==> config.mk <==
export PLATFORM = sky130hd
export DESIGN_NAME = if_stage
export DESIGN_NICKNAME = d
export VERILOG_FILES = /design/src/rtl/rv32i_pkg.sv /design/src/rtl/if_hold_buf.sv /design/src/rtl/if_stage.sv
export SDC_FILE = /design/constraint.sdc
export NUM_CORES = 1
export LEC_CHECK = 0
export ABC_CLOCK_PERIOD_IN_PS = 4110
export CORE_ASPECT_RATIO = 0.5
export CORE_MARGIN = 4
export CORE_UTILIZATION = 40
export CTS_CLUSTER_DIAMETER = 80
export DETAILED_ROUTE_END_ITERATION = 8
export PLACE_DENSITY = 0.66
export SETUP_SLACK_MARGIN = 0.4
export SLEW_MARGIN = 20
export SYNTH_ARGS = -nofsm -noshare
export SYNTH_HDL_FRONTEND = slang
export SYNTH_SLANG_ARGS = --single-unit
==> constraint.sdc <==
create_clock -name clk -period 4.11 [get_ports clk]
set_input_delay 1.0275 -clock clk [delete_from_list [all_inputs] [get_ports clk]]
set_output_delay 1.0275 -clock clk [all_outputs]
set_load 0.02 [all_outputs]
==> src/rtl/rv32i_pkg.sv <==
// rv32i_pkg: shared RV32I pipeline constants and the fetch-pair record.
//   NOP_INST     - canonical bubble instruction (addi x0,x0,0)
//   IADR_W_DEF   - default instruction RAM word-address width
//   fetch_pair_t - {inst[31:0], word pc[31:2]} passed from IF to ID
package rv32i_pkg;
    localparam logic [31:0] NOP_INST   = 32'h0000_0013;
    localparam int          IADR_W_DEF = 12;
    typedef struct packed {
        logic [31:0] inst;
        logic [29:0] pc;
    } fetch_pair_t;
endpackage

==> src/rtl/if_hold_buf.sv <==
// if_hold_buf: single-entry capture/release register for stalled return data.
//   clk, rst - clock, synchronous active-high reset
//   load     - capture din (sets vld)
//   rel      - entry consumed downstream (clears vld)
//   clr      - discard the entry; beats load and rel
//   din      - data to capture
//   vld      - entry holds valid data
//   dout     - captured data
module if_hold_buf #(
    parameter int W = 62
) (
    input  logic         clk,
    input  logic         rst,
    input  logic         load,
    input  logic         rel,
    input  logic         clr,
    input  logic [W-1:0] din,
    output logic         vld,
    output logic [W-1:0] dout
);
    always_ff @(posedge clk) begin
        if (rst || clr) begin
            vld <= 1'b0;
        end else if (load) begin
            vld  <= 1'b1;
            dout <= din;
        end else if (rel) begin
            vld <= 1'b0;
        end
    end

    // A second capture while the entry is still occupied would lose data.
    overflow_a: assert property (@(posedge clk) disable iff (rst) !(load && vld && !rel && !clr));
endmodule

==> src/rtl/if_stage.sv <==
// if_stage: instruction fetch between the PC stage and ID, 1-cycle sync RAM.
//   clk, rst     - clock, synchronous active-high reset
//   pc           - word PC [31:2]; cpu_stat_pc marks a fetch request
//   stall        - ID cannot accept; output held
//   flush        - kill every in-flight fetch and the held entry
//   imem_radr/re - RAM read port; imem_rdata returns one cycle after re
//   fetch_ready  - a request this cycle will be issued (absent flush)
//   inst_id, pc_id, inst_vld_id - fetched pair delivered to ID
module if_stage #(
    parameter int          IADR_W   = rv32i_pkg::IADR_W_DEF,
    parameter logic [31:0] NOP_INST = rv32i_pkg::NOP_INST
) (
    input  logic              clk,
    input  logic              rst,
    input  logic [29:0]       pc,
    input  logic              cpu_stat_pc,
    input  logic              stall,
    input  logic              flush,
    output logic [IADR_W-1:0] imem_radr,
    output logic              imem_re,
    input  logic [31:0]       imem_rdata,
    output logic              fetch_ready,
    output logic [31:0]       inst_id,
    output logic [29:0]       pc_id,
    output logic              inst_vld_id
);
    rv32i_pkg::fetch_pair_t ret_pair, hold_pair;
    logic                   req_vld_q, hold_vld;
    logic [29:0]            req_pc_q;

    // Issue is blocked while anything waits in the hold buffer, which is
    // what bounds the buffer to a single entry.
    assign fetch_ready = ~stall & ~hold_vld;
    assign imem_re     = cpu_stat_pc & fetch_ready & ~flush & ~rst;
    assign imem_radr   = pc[IADR_W-1:0];
    assign ret_pair    = '{inst: imem_rdata, pc: req_pc_q};

    if_hold_buf #(.W($bits(rv32i_pkg::fetch_pair_t))) u_hold (
        .clk  (clk),
        .rst  (rst),
        .load (stall & req_vld_q),
        .rel  (~stall & hold_vld),
        .clr  (flush),
        .din  (ret_pair),
        .vld  (hold_vld),
        .dout (hold_pair)
    );

    always_ff @(posedge clk) begin
        if (rst) begin
            req_vld_q   <= 1'b0;
            req_pc_q    <= '0;
            inst_id     <= NOP_INST;
            pc_id       <= '0;
            inst_vld_id <= 1'b0;
        end else begin
            // imem_re is already low under flush, so this also drops the request.
            req_vld_q <= imem_re;
            if (imem_re)
                req_pc_q <= pc;
            if (flush) begin
                inst_id     <= NOP_INST;
                inst_vld_id <= 1'b0;
            end else if (!stall) begin
                if (hold_vld) begin
                    inst_id     <= hold_pair.inst;
                    pc_id       <= hold_pair.pc;
                    inst_vld_id <= 1'b1;
                end else if (req_vld_q) begin
                    inst_id     <= imem_rdata;
                    pc_id       <= req_pc_q;
                    inst_vld_id <= 1'b1;
                end else begin
                    inst_id     <= NOP_INST;
                    inst_vld_id <= 1'b0;
                end
            end
        end
    end
endmodule

==> metrics.txt, run 1 <==
# TYPE chip_impl_metric gauge
chip_impl_info{name="yosysMostFrequentCell",value="sky130_fd_sc_hd__dfxtp_1"} 1
chip_impl_metric{name="antenna_found_initial",unit=""} 0
chip_impl_metric{name="vias",unit=""} 4386
chip_impl_metric{name="vdd_ir_drop_max",unit="mV"} 0.243
chip_impl_metric{name="p_per_area",unit="mW/mm²"} 425
chip_impl_metric{name="yosysTopAreaCellShare",unit="%"} 31.0
chip_impl_metric{name="dp_worst_setup_slack",unit="ns"} 0.474
chip_impl_metric{name="largest_net_degree_at_the_start_of_global_routing",unit=""} 71
chip_impl_info{name="crit-reg2reg-launch",value="u_hold.vld"} 1
chip_impl_metric{name="initial_core_util",unit="%"} 41.6
chip_impl_metric{name="clock-skew-final",unit="ns"} 0.0107
chip_impl_info{name="cell_type_with_the_highest_occurrence_count_on_the_critical_path",value="sky130_fd_sc_hd__clkdlybuf4s50_1"} 1
chip_impl_metric{name="stdcell_area",unit="mm²"} 0.00809
chip_impl_info{name="timing.critical_path.from_type",value="primary input"} 1
chip_impl_metric{name="overflow",unit=""} 0
chip_impl_info{name="cell_family_with_most_cp_delay",value="buffers and inverters"} 1
chip_impl_metric{name="clk_transition_reported_paths",unit="ns"} 0.06
chip_impl_metric{name="fmaxAchievable",unit="MHz"} 276
chip_impl_metric{name="crit_arrival",unit="ns"} 2.60
chip_impl_metric{name="post_syn_area",unit="mm²"} 0.00614
chip_impl_metric{name="grt_first_pass_wirelength",unit="µm"} 23600
chip_impl_metric{name="async_reset_ff_share",unit="%"} 0
chip_impl_info{name="grt_setup_unrepaired",value="no"} 1
chip_impl_metric{name="gp_congestion",unit=""} 0.719
chip_impl_metric{name="setup_tns",unit="ns"} 0
chip_impl_metric{name="cp_num_buf_inv",unit=""} 2
chip_impl_info{name="status",value="completed"} 1
chip_impl_metric{name="synth_enable_flop_cells",unit=""} 62
chip_impl_metric{name="yosysWarnings",unit=""} 0
chip_impl_metric{name="post-route-min-period",unit="ns"} 3.63
chip_impl_metric{name="mappedNetlistNets",unit=""} 580
chip_impl_metric{name="r2r_slack",unit="ns"} 1.56
chip_impl_metric{name="num_antenna_cells",unit=""} 0
chip_impl_metric{name="worst_skew_pair.late_latency",unit="ns"} 0.41
chip_impl_metric{name="tritoncts.num_buffers",unit=""} 17
chip_impl_metric{name="finalWorstSetupSlack",unit="ns"} 0.481
chip_impl_metric{name="first_global_vias",unit=""} 4381
chip_impl_info{name="timing.critical_path.to_type",value="output pin"} 1
chip_impl_metric{name="setup-violations-final",unit=""} 0
chip_impl_metric{name="cp_data_required_time",unit="ns"} 3.08
chip_impl_metric{name="cp_max_fo",unit=""} 4
chip_impl_info{name="crit_chain",value="clkdlybuf4s50_1 -> or2_2 -> nor2_1 -> clkdlybuf4s50_1"} 1
chip_impl_metric{name="dieHeight",unit="µm"} 95.6
chip_impl_metric{name="cts_max_level",unit=""} 4
chip_impl_metric{name="finalHoldViolations",unit=""} 0
chip_impl_metric{name="ctsLongestPathBuffers",unit=""} 2
chip_impl_metric{name="firstDrtPassIters",unit=""} 7
chip_impl_metric{name="fin_crit_sh",unit="%"} 88.3
chip_impl_info{name="setup.worst_path.end",value="imem_re"} 1
chip_impl_metric{name="port-buffer-count",unit=""} 143
chip_impl_metric{name="timing.final.max_slew_violations",unit=""} 0
chip_impl_info{name="crit_type",value="in2out"} 1
chip_impl_metric{name="postCtsSetupBuffers",unit=""} 0
chip_impl_metric{name="vias_per_cell",unit=""} 5.27
chip_impl_metric{name="drt_iter0_drc",unit=""} 225
chip_impl_metric{name="worst_path_max_stage_delay",unit="ns"} 0.61
chip_impl_metric{name="synth.ff_latch_count",unit=""} 157
chip_impl_metric{name="power.leakage",unit="nW"} 2.49
chip_impl_metric{name="post_route_drc",unit=""} 0
chip_impl_info{name="synth_commonest_cells",value="95 x sky130_fd_sc_hd__dfxtp_1, 63 x sky130_fd_sc_hd__a21oi_1, 62 x sky130_fd_sc_hd__edfxtp_1"} 1
chip_impl_info{name="critPathLaunch",value="flush"} 1
chip_impl_metric{name="post-dp-hpwl",unit="µm"} 9120
chip_impl_metric{name="grtUsageTotal",unit="%"} 17.1
chip_impl_metric{name="drt-total-wl",unit="µm"} 15000
chip_impl_metric{name="regArea",unit="mm²"} 0.00377
chip_impl_metric{name="cts_num_sinks",unit=""} 157
chip_impl_metric{name="p_total",unit="mW"} 3.44
chip_impl_info{name="cts_tree",value="done"} 1
chip_impl_metric{name="row_count",unit=""} 31
chip_impl_metric{name="die_x",unit="µm"} 183
chip_impl_metric{name="avgRoutedWirePerCell",unit="µm"} 18.0
chip_impl_metric{name="floorplan.core_area",unit="mm²"} 0.0147
chip_impl_metric{name="timing_worst_slew_pin_value",unit="ns"} 0.978
chip_impl_metric{name="critical_path_cell_count",unit=""} 4
chip_impl_metric{name="number_of_antenna_violating_nets_in_the_routed_design",unit=""} 0
chip_impl_metric{name="utilization",unit="%"} 54.9
chip_impl_metric{name="r2r.worst_path.cells",unit=""} 3
chip_impl_metric{name="max_slew_margin",unit="%"} 34.8
chip_impl_metric{name="boundaryPins",unit=""} 144
chip_impl_metric{name="layout.cells.non_filler",unit=""} 833
chip_impl_metric{name="floorplan.die_area",unit="mm²"} 0.0175
chip_impl_info{name="predominant_post_synthesis_flop_cell",value="sky130_fd_sc_hd__dfxtp_1"} 1
chip_impl_metric{name="synth_cell_type_count",unit=""} 27
chip_impl_info{name="critPathSlowestCell",value="sky130_fd_sc_hd__clkdlybuf4s50_1"} 1
chip_impl_info{name="min_path_type",value="reg2reg"} 1
chip_impl_metric{name="multiInputGateArea",unit="mm²"} 0.00198
chip_impl_metric{name="total_placed_cells_including_tap_cells",unit=""} 801
chip_impl_metric{name="post_synth.cell_area_avg",unit="µm²"} 12.0
chip_impl_metric{name="fin_hold_ws",unit="ns"} 0.457
chip_impl_info{name="synth.largest_area_cell",value="sky130_fd_sc_hd__dfxtp_1"} 1
chip_impl_metric{name="ys_seq_area_share",unit="%"} 61.3
chip_impl_metric{name="postCtsResizedCells",unit=""} 0
chip_impl_metric{name="syn_to_final_growth",unit="%"} 31.9
chip_impl_info{name="clk_root_buffer_cell",value="sky130_fd_sc_hd__clkbuf_16"} 1
chip_impl_metric{name="layout.filler_cells",unit=""} 1271
chip_impl_info{name="rr_endpoint",value="pc_id[20]"} 1
chip_impl_metric{name="drive_above_1_share",unit="%"} 11.8
chip_impl_metric{name="post_cts_hold_buffers",unit=""} 0
chip_impl_metric{name="placement.cell_area",unit="mm²"} 0.00751
chip_impl_info{name="synthTopCellsByArea",value="sky130_fd_sc_hd__dfxtp_1 31%, sky130_fd_sc_hd__edfxtp_1 30%, sky130_fd_sc_hd__a21oi_1 5.1%"} 1
chip_impl_metric{name="cap_viol_max_count",unit=""} 0
chip_impl_metric{name="syn-instance-count",unit=""} 513
chip_impl_metric{name="layout.nets",unit=""} 689
sequential cells by signal (all words and copies together) (netlist names):
register and count:
u_hold.vld 1, inst_id 32, u_hold.dout 62, req_vld_q 1
req_pc_q 30, inst_vld_id 1, pc_id 30
cell usage in the layout, fill, tap and decap left out:
cell type / netlist / layout
sky130_fd_sc_hd__clkdlybuf4s50_1: 0 / 141
sky130_fd_sc_hd__dfxtp_1: 95 / 94
sky130_fd_sc_hd__a21oi_1: 63 / 63
sky130_fd_sc_hd__edfxtp_1: 62 / 62
sky130_fd_sc_hd__mux2i_1: 31 / 31
sky130_fd_sc_hd__nand3_1: 30 / 30
sky130_fd_sc_hd__a221oi_1: 29 / 29
sky130_fd_sc_hd__nor2b_1: 30 / 29
sky130_fd_sc_hd__nor3_1: 29 / 29
sky130_fd_sc_hd__o21ai_1: 22 / 22
sky130_fd_sc_hd__clkbuf_16: 0 / 19
sky130_fd_sc_hd__a211oi_2: 17 / 17
sky130_fd_sc_hd__a211oi_1: 13 / 13
sky130_fd_sc_hd__buf_4: 15 / 9
sky130_fd_sc_hd__o21ai_2: 6 / 6
sky130_fd_sc_hd__nor2_1: 6 / 5
sky130_fd_sc_hd__o21ai_0: 5 / 5
sky130_fd_sc_hd__clkinvlp_4: 0 / 5
sky130_fd_sc_hd__inv_6: 0 / 4
sky130_fd_sc_hd__o22ai_1: 3 / 3
sky130_fd_sc_hd__clkinv_4: 0 / 2
sky130_fd_sc_hd__buf_2: 17 / 2
sky130_fd_sc_hd__or2_2: 0 / 1
sky130_fd_sc_hd__or3b_4: 1 / 1
sky130_fd_sc_hd__and3_2: 0 / 1
sky130_fd_sc_hd__nor2b_2: 0 / 1
sky130_fd_sc_hd__inv_1: 1 / 1
sky130_fd_sc_hd__nand2b_1: 1 / 1
sky130_fd_sc_hd__or2_1: 2 / 1
sky130_fd_sc_hd__nor2_2: 0 / 1
sky130_fd_sc_hd__and2_4: 1 / 1
sky130_fd_sc_hd__nor4_4: 1 / 1
sky130_fd_sc_hd__and3_1: 2 / 1
sky130_fd_sc_hd__clkbuf_8: 0 / 1
sky130_fd_sc_hd__inv_4: 0 / 1
sky130_fd_sc_hd__buf_12: 0 / 1
sky130_fd_sc_hd__dfxtp_4: 0 / 1
worst min-delay path by stage:
stage | start | end | slack (ns) | cells after the start
final | req_pc_q[10] | u_hold.dout[10] | 0.46 | 0
after global routing | req_pc_q[8] | u_hold.dout[8] | 0.46 | 0
after CTS | req_pc_q[8] | u_hold.dout[8] | 0.45 | 0
after detailed placement | req_pc_q[20] | u_hold.dout[20] | 0.44 | 0
after global placement | req_pc_q[21] | u_hold.dout[21] | 0.43 | 0
after floorplan | req_pc_q[0] | u_hold.dout[0] | 0.42 | 0
kinds of logic (layout without fill, tap and decap cells):
| logic type | count (synthesis) | in the layout | share of synthesized area (%) |
|---|---|---|---|
| AOI/OAI and AO/OA | 158 | 158 | 17.7 |
| DFF | 157 | 157 | 61.3 |
| and+or+nand+nor | 103 | 103 | 9.42 |
| buffers and inverters | 64 | 186 | 6.52 |
| muxes | 31 | 31 | 5.06 |
power breakdown:
part	switching (mW)	internal (mW)
combinational	0.137	0.129
clock	0.653	0.872
sequential	0.0157	1.64
final cells by class:
| type | instances | area share, % |
|---|---|---|
| inverters | 1 | 0.0464 |
| flip-flops and latches | 157 | 46.5 |
| well taps | 198 | 3.06 |
| clock inverters | 12 | 1.19 |
| clock buffers | 20 | 6.04 |
| multi-input cells | 292 | 24.5 |
| repair buffers | 153 | 18.6 |
metal layers:
layer	vias up	share of wire, %	GRT usage [%]
met1	2140	46	22.7
li1	2138	-	-
met3	9	5.4	4.08
met2	99	47	27.8
met5	-	0	0
met4	0	1.1	5.89
No activity file was read; power rests on OpenSTA's default activity.
==> inputs of run 2 (changes only) <==
- CORE_UTILIZATION: 40 -> 30
- PLACE_DENSITY: 0.66 -> unset
==> run 2 against run 1 <==
Routed wire length grew 7.6%. Flip-flop and latch count is the same. Highest routed layer unchanged. Critical path depth unchanged. First-iteration DRC count shrank 4.9%.
==> metrics.txt, run 2 (same netlist as run 1, synthesis figures left out) <==
# TYPE chip_impl_metric gauge
chip_impl_info{name="hold_path.startpoint",value="req_pc_q[29]"} 1
chip_impl_metric{name="num_antenna_cells",unit=""} 0
chip_impl_metric{name="crit_arrival",unit="ns"} 2.25
chip_impl_metric{name="holdPathStages",unit=""} 0
chip_impl_metric{name="cts_max_level",unit=""} 4
chip_impl_metric{name="cp_num_buf_inv",unit=""} 2
chip_impl_info{name="crit_chain",value="clkdlybuf4s50_1 -> or2_2 -> nor2_1 -> dlymetal6s2s_1"} 1
chip_impl_metric{name="number_of_antenna_violating_nets_in_the_routed_design",unit=""} 0
chip_impl_info{name="crit-reg2reg-launch",value="u_hold.vld"} 1
chip_impl_metric{name="cap_viol_max_count",unit=""} 0
chip_impl_metric{name="initial_core_util",unit="%"} 31.0
chip_impl_metric{name="timing.final.max_slew_violations",unit=""} 0
chip_impl_info{name="timing.critical_path.from_type",value="primary input"} 1
chip_impl_metric{name="r2r_slack",unit="ns"} 1.41
chip_impl_metric{name="tritoncts.num_buffers",unit=""} 17
chip_impl_metric{name="cp_data_required_time",unit="ns"} 3.08
chip_impl_metric{name="largest_net_degree_at_the_start_of_global_routing",unit=""} 70
chip_impl_metric{name="power.leakage",unit="nW"} 2.56
chip_impl_info{name="cell_family_with_most_cp_delay",value="buffers and inverters"} 1
chip_impl_metric{name="p_per_area",unit="mW/mm²"} 435
chip_impl_metric{name="overflow",unit=""} 0
chip_impl_metric{name="finalHoldViolations",unit=""} 0
chip_impl_metric{name="floorplan.core_area",unit="mm²"} 0.0198
chip_impl_metric{name="clock-skew-final",unit="ns"} 0.00976
chip_impl_info{name="status",value="completed"} 1
chip_impl_metric{name="vdd_ir_drop_max",unit="mV"} 0.285
chip_impl_metric{name="vias",unit=""} 4453
chip_impl_metric{name="die_x",unit="µm"} 210
chip_impl_metric{name="gp_congestion",unit=""} 0.707
chip_impl_metric{name="drt_iter0_drc",unit=""} 214
chip_impl_info{name="grt_setup_unrepaired",value="no"} 1
chip_impl_metric{name="post-route-min-period",unit="ns"} 3.28
chip_impl_metric{name="drive_above_1_share",unit="%"} 12.1
chip_impl_metric{name="antenna_found_initial",unit=""} 0
chip_impl_info{name="largest-register",value="u_hold.dout"} 1
chip_impl_metric{name="drt-total-wl",unit="µm"} 16100
chip_impl_metric{name="row_count",unit=""} 36
chip_impl_metric{name="fmaxAchievable",unit="MHz"} 305
chip_impl_info{name="min_to",value="u_hold.dout[29]"} 1
chip_impl_info{name="most-common-layout-cells",value="140 x sky130_fd_sc_hd__clkdlybuf4s50_1, 94 x sky130_fd_sc_hd__dfxtp_1, 63 x sky130_fd_sc_hd__a21oi_1"} 1
chip_impl_metric{name="fin_crit_sh",unit="%"} 79.8
chip_impl_metric{name="setup-violations-final",unit=""} 0
chip_impl_info{name="timing.critical_path.to_type",value="output pin"} 1
chip_impl_metric{name="max_slew_margin",unit="%"} 34.0
chip_impl_metric{name="floorplan.die_area",unit="mm²"} 0.0230
chip_impl_info{name="critPathSlowestCell",value="sky130_fd_sc_hd__clkdlybuf4s50_1"} 1
chip_impl_metric{name="firstDrtPassIters",unit=""} 4
chip_impl_metric{name="syn_to_final_growth",unit="%"} 34.3
chip_impl_info{name="clk_root_buffer_cell",value="sky130_fd_sc_hd__clkbuf_16"} 1
chip_impl_metric{name="first_global_vias",unit=""} 4608
chip_impl_info{name="crit_type",value="in2out"} 1
chip_impl_metric{name="ctsLongestPathBuffers",unit=""} 2
chip_impl_metric{name="cts_num_sinks",unit=""} 157
chip_impl_metric{name="clk_transition_reported_paths",unit="ns"} 0.07
chip_impl_info{name="cts_tree",value="done"} 1
chip_impl_metric{name="cp_max_fo",unit=""} 4
chip_impl_metric{name="timing_worst_slew_pin_value",unit="ns"} 0.990
chip_impl_metric{name="post_route_drc",unit=""} 0
chip_impl_info{name="layout.cells.most_common",value="sky130_fd_sc_hd__clkdlybuf4s50_1"} 1
chip_impl_metric{name="finalWorstSetupSlack",unit="ns"} 0.828
chip_impl_metric{name="avgRoutedWirePerCell",unit="µm"} 17.8
chip_impl_metric{name="boundaryPins",unit=""} 144
chip_impl_metric{name="vias_per_cell",unit=""} 4.93
chip_impl_metric{name="setup_tns",unit="ns"} 0
chip_impl_metric{name="worst_path_max_stage_delay",unit="ns"} 0.53
chip_impl_metric{name="dieHeight",unit="µm"} 109
chip_impl_metric{name="largest_register_ffs",unit=""} 62
chip_impl_metric{name="layout.nets",unit=""} 692
chip_impl_info{name="biggestRegsByFlops",value="u_hold.dout x62, inst_id x32"} 1
chip_impl_metric{name="worst_skew_pair.late_latency",unit="ns"} 0.41
chip_impl_info{name="rr_endpoint",value="pc_id[7]"} 1
chip_impl_metric{name="grt_first_pass_wirelength",unit="µm"} 25100
chip_impl_metric{name="port-buffer-count",unit=""} 143
chip_impl_metric{name="grtUsageTotal",unit="%"} 13.9
chip_impl_info{name="min_path_type",value="reg2reg"} 1
chip_impl_metric{name="r2r.worst_path.cells",unit=""} 5
chip_impl_metric{name="post-dp-hpwl",unit="µm"} 9700
chip_impl_metric{name="dp_worst_setup_slack",unit="ns"} 0.428
[run 2: cell types whose count changed in the layout (fill, tap and decap cells not counted), sizes merged]
cell | before | now
buf | 12 | 15
bufinv | 0 | 3
clkbuf | 20 | 21
clkdlybuf4s50 | 141 | 140
clkinv | 2 | 5
clkinvlp | 5 | 1
dlymetal6s2s | 0 | 1
inv | 6 | 3
[run 2: final cells by class]
cell class,count,area (µm²)
clock buffer,21,482
clock inverter,11,155
fill,1883,11500
inverter,1,3.75
multi-input combinational,292,1980
sequential,157,3770
tap,266,333
timing repair buffer,156,1520
[run 2: where the power goes]
group	switching [mW]	internal, mW
Clock	0.632	1.03
Sequential	0.0136	1.64
Combinational	0.144	0.129
Total	0.790	2.80
[run 2: worst max path at each step]
stage          startpoint             end  cells after the start
2_1_floorplan       stall  u_hold.dout[0]                      4
3_3_place_gp        flush         imem_re                      4
5_1_grt             flush         imem_re                      4
6_report            flush         imem_re                      4
3_5_place_dp        flush         imem_re                      4
4_1_cts             flush         imem_re                      4
[run 2: stage by stage]
stage	power (mW)	util [%]	cell area [µm²]	std cells	hold slack, ns
after floorplan	1.83	-	6140	513	0.423
after global placement	1.96	38.5	7600	872	0.434
after detailed placement	1.96	38.5	7600	872	0.440
after CTS	3.64	41.7	8240	904	0.448
after global routing	3.73	41.7	8240	904	0.462
final	3.59	41.7	8240	904	0.446
[run 2: layer usage]
metal	global-route usage [%]	share of wire [%]
met5	0	0
met4	2.93	0.66
met3	3.19	3.0
met2	24.5	50
met1	17.6	46
[run 2: what timing repair did]
| item | CTS | global route |
|---|---|---|
| gates resized for setup | 0 | 1 |
| hold buffers | 0 | 0 |
| setup buffers | 0 | 0 |
| setup endpoints to repair | 0 | 1 |
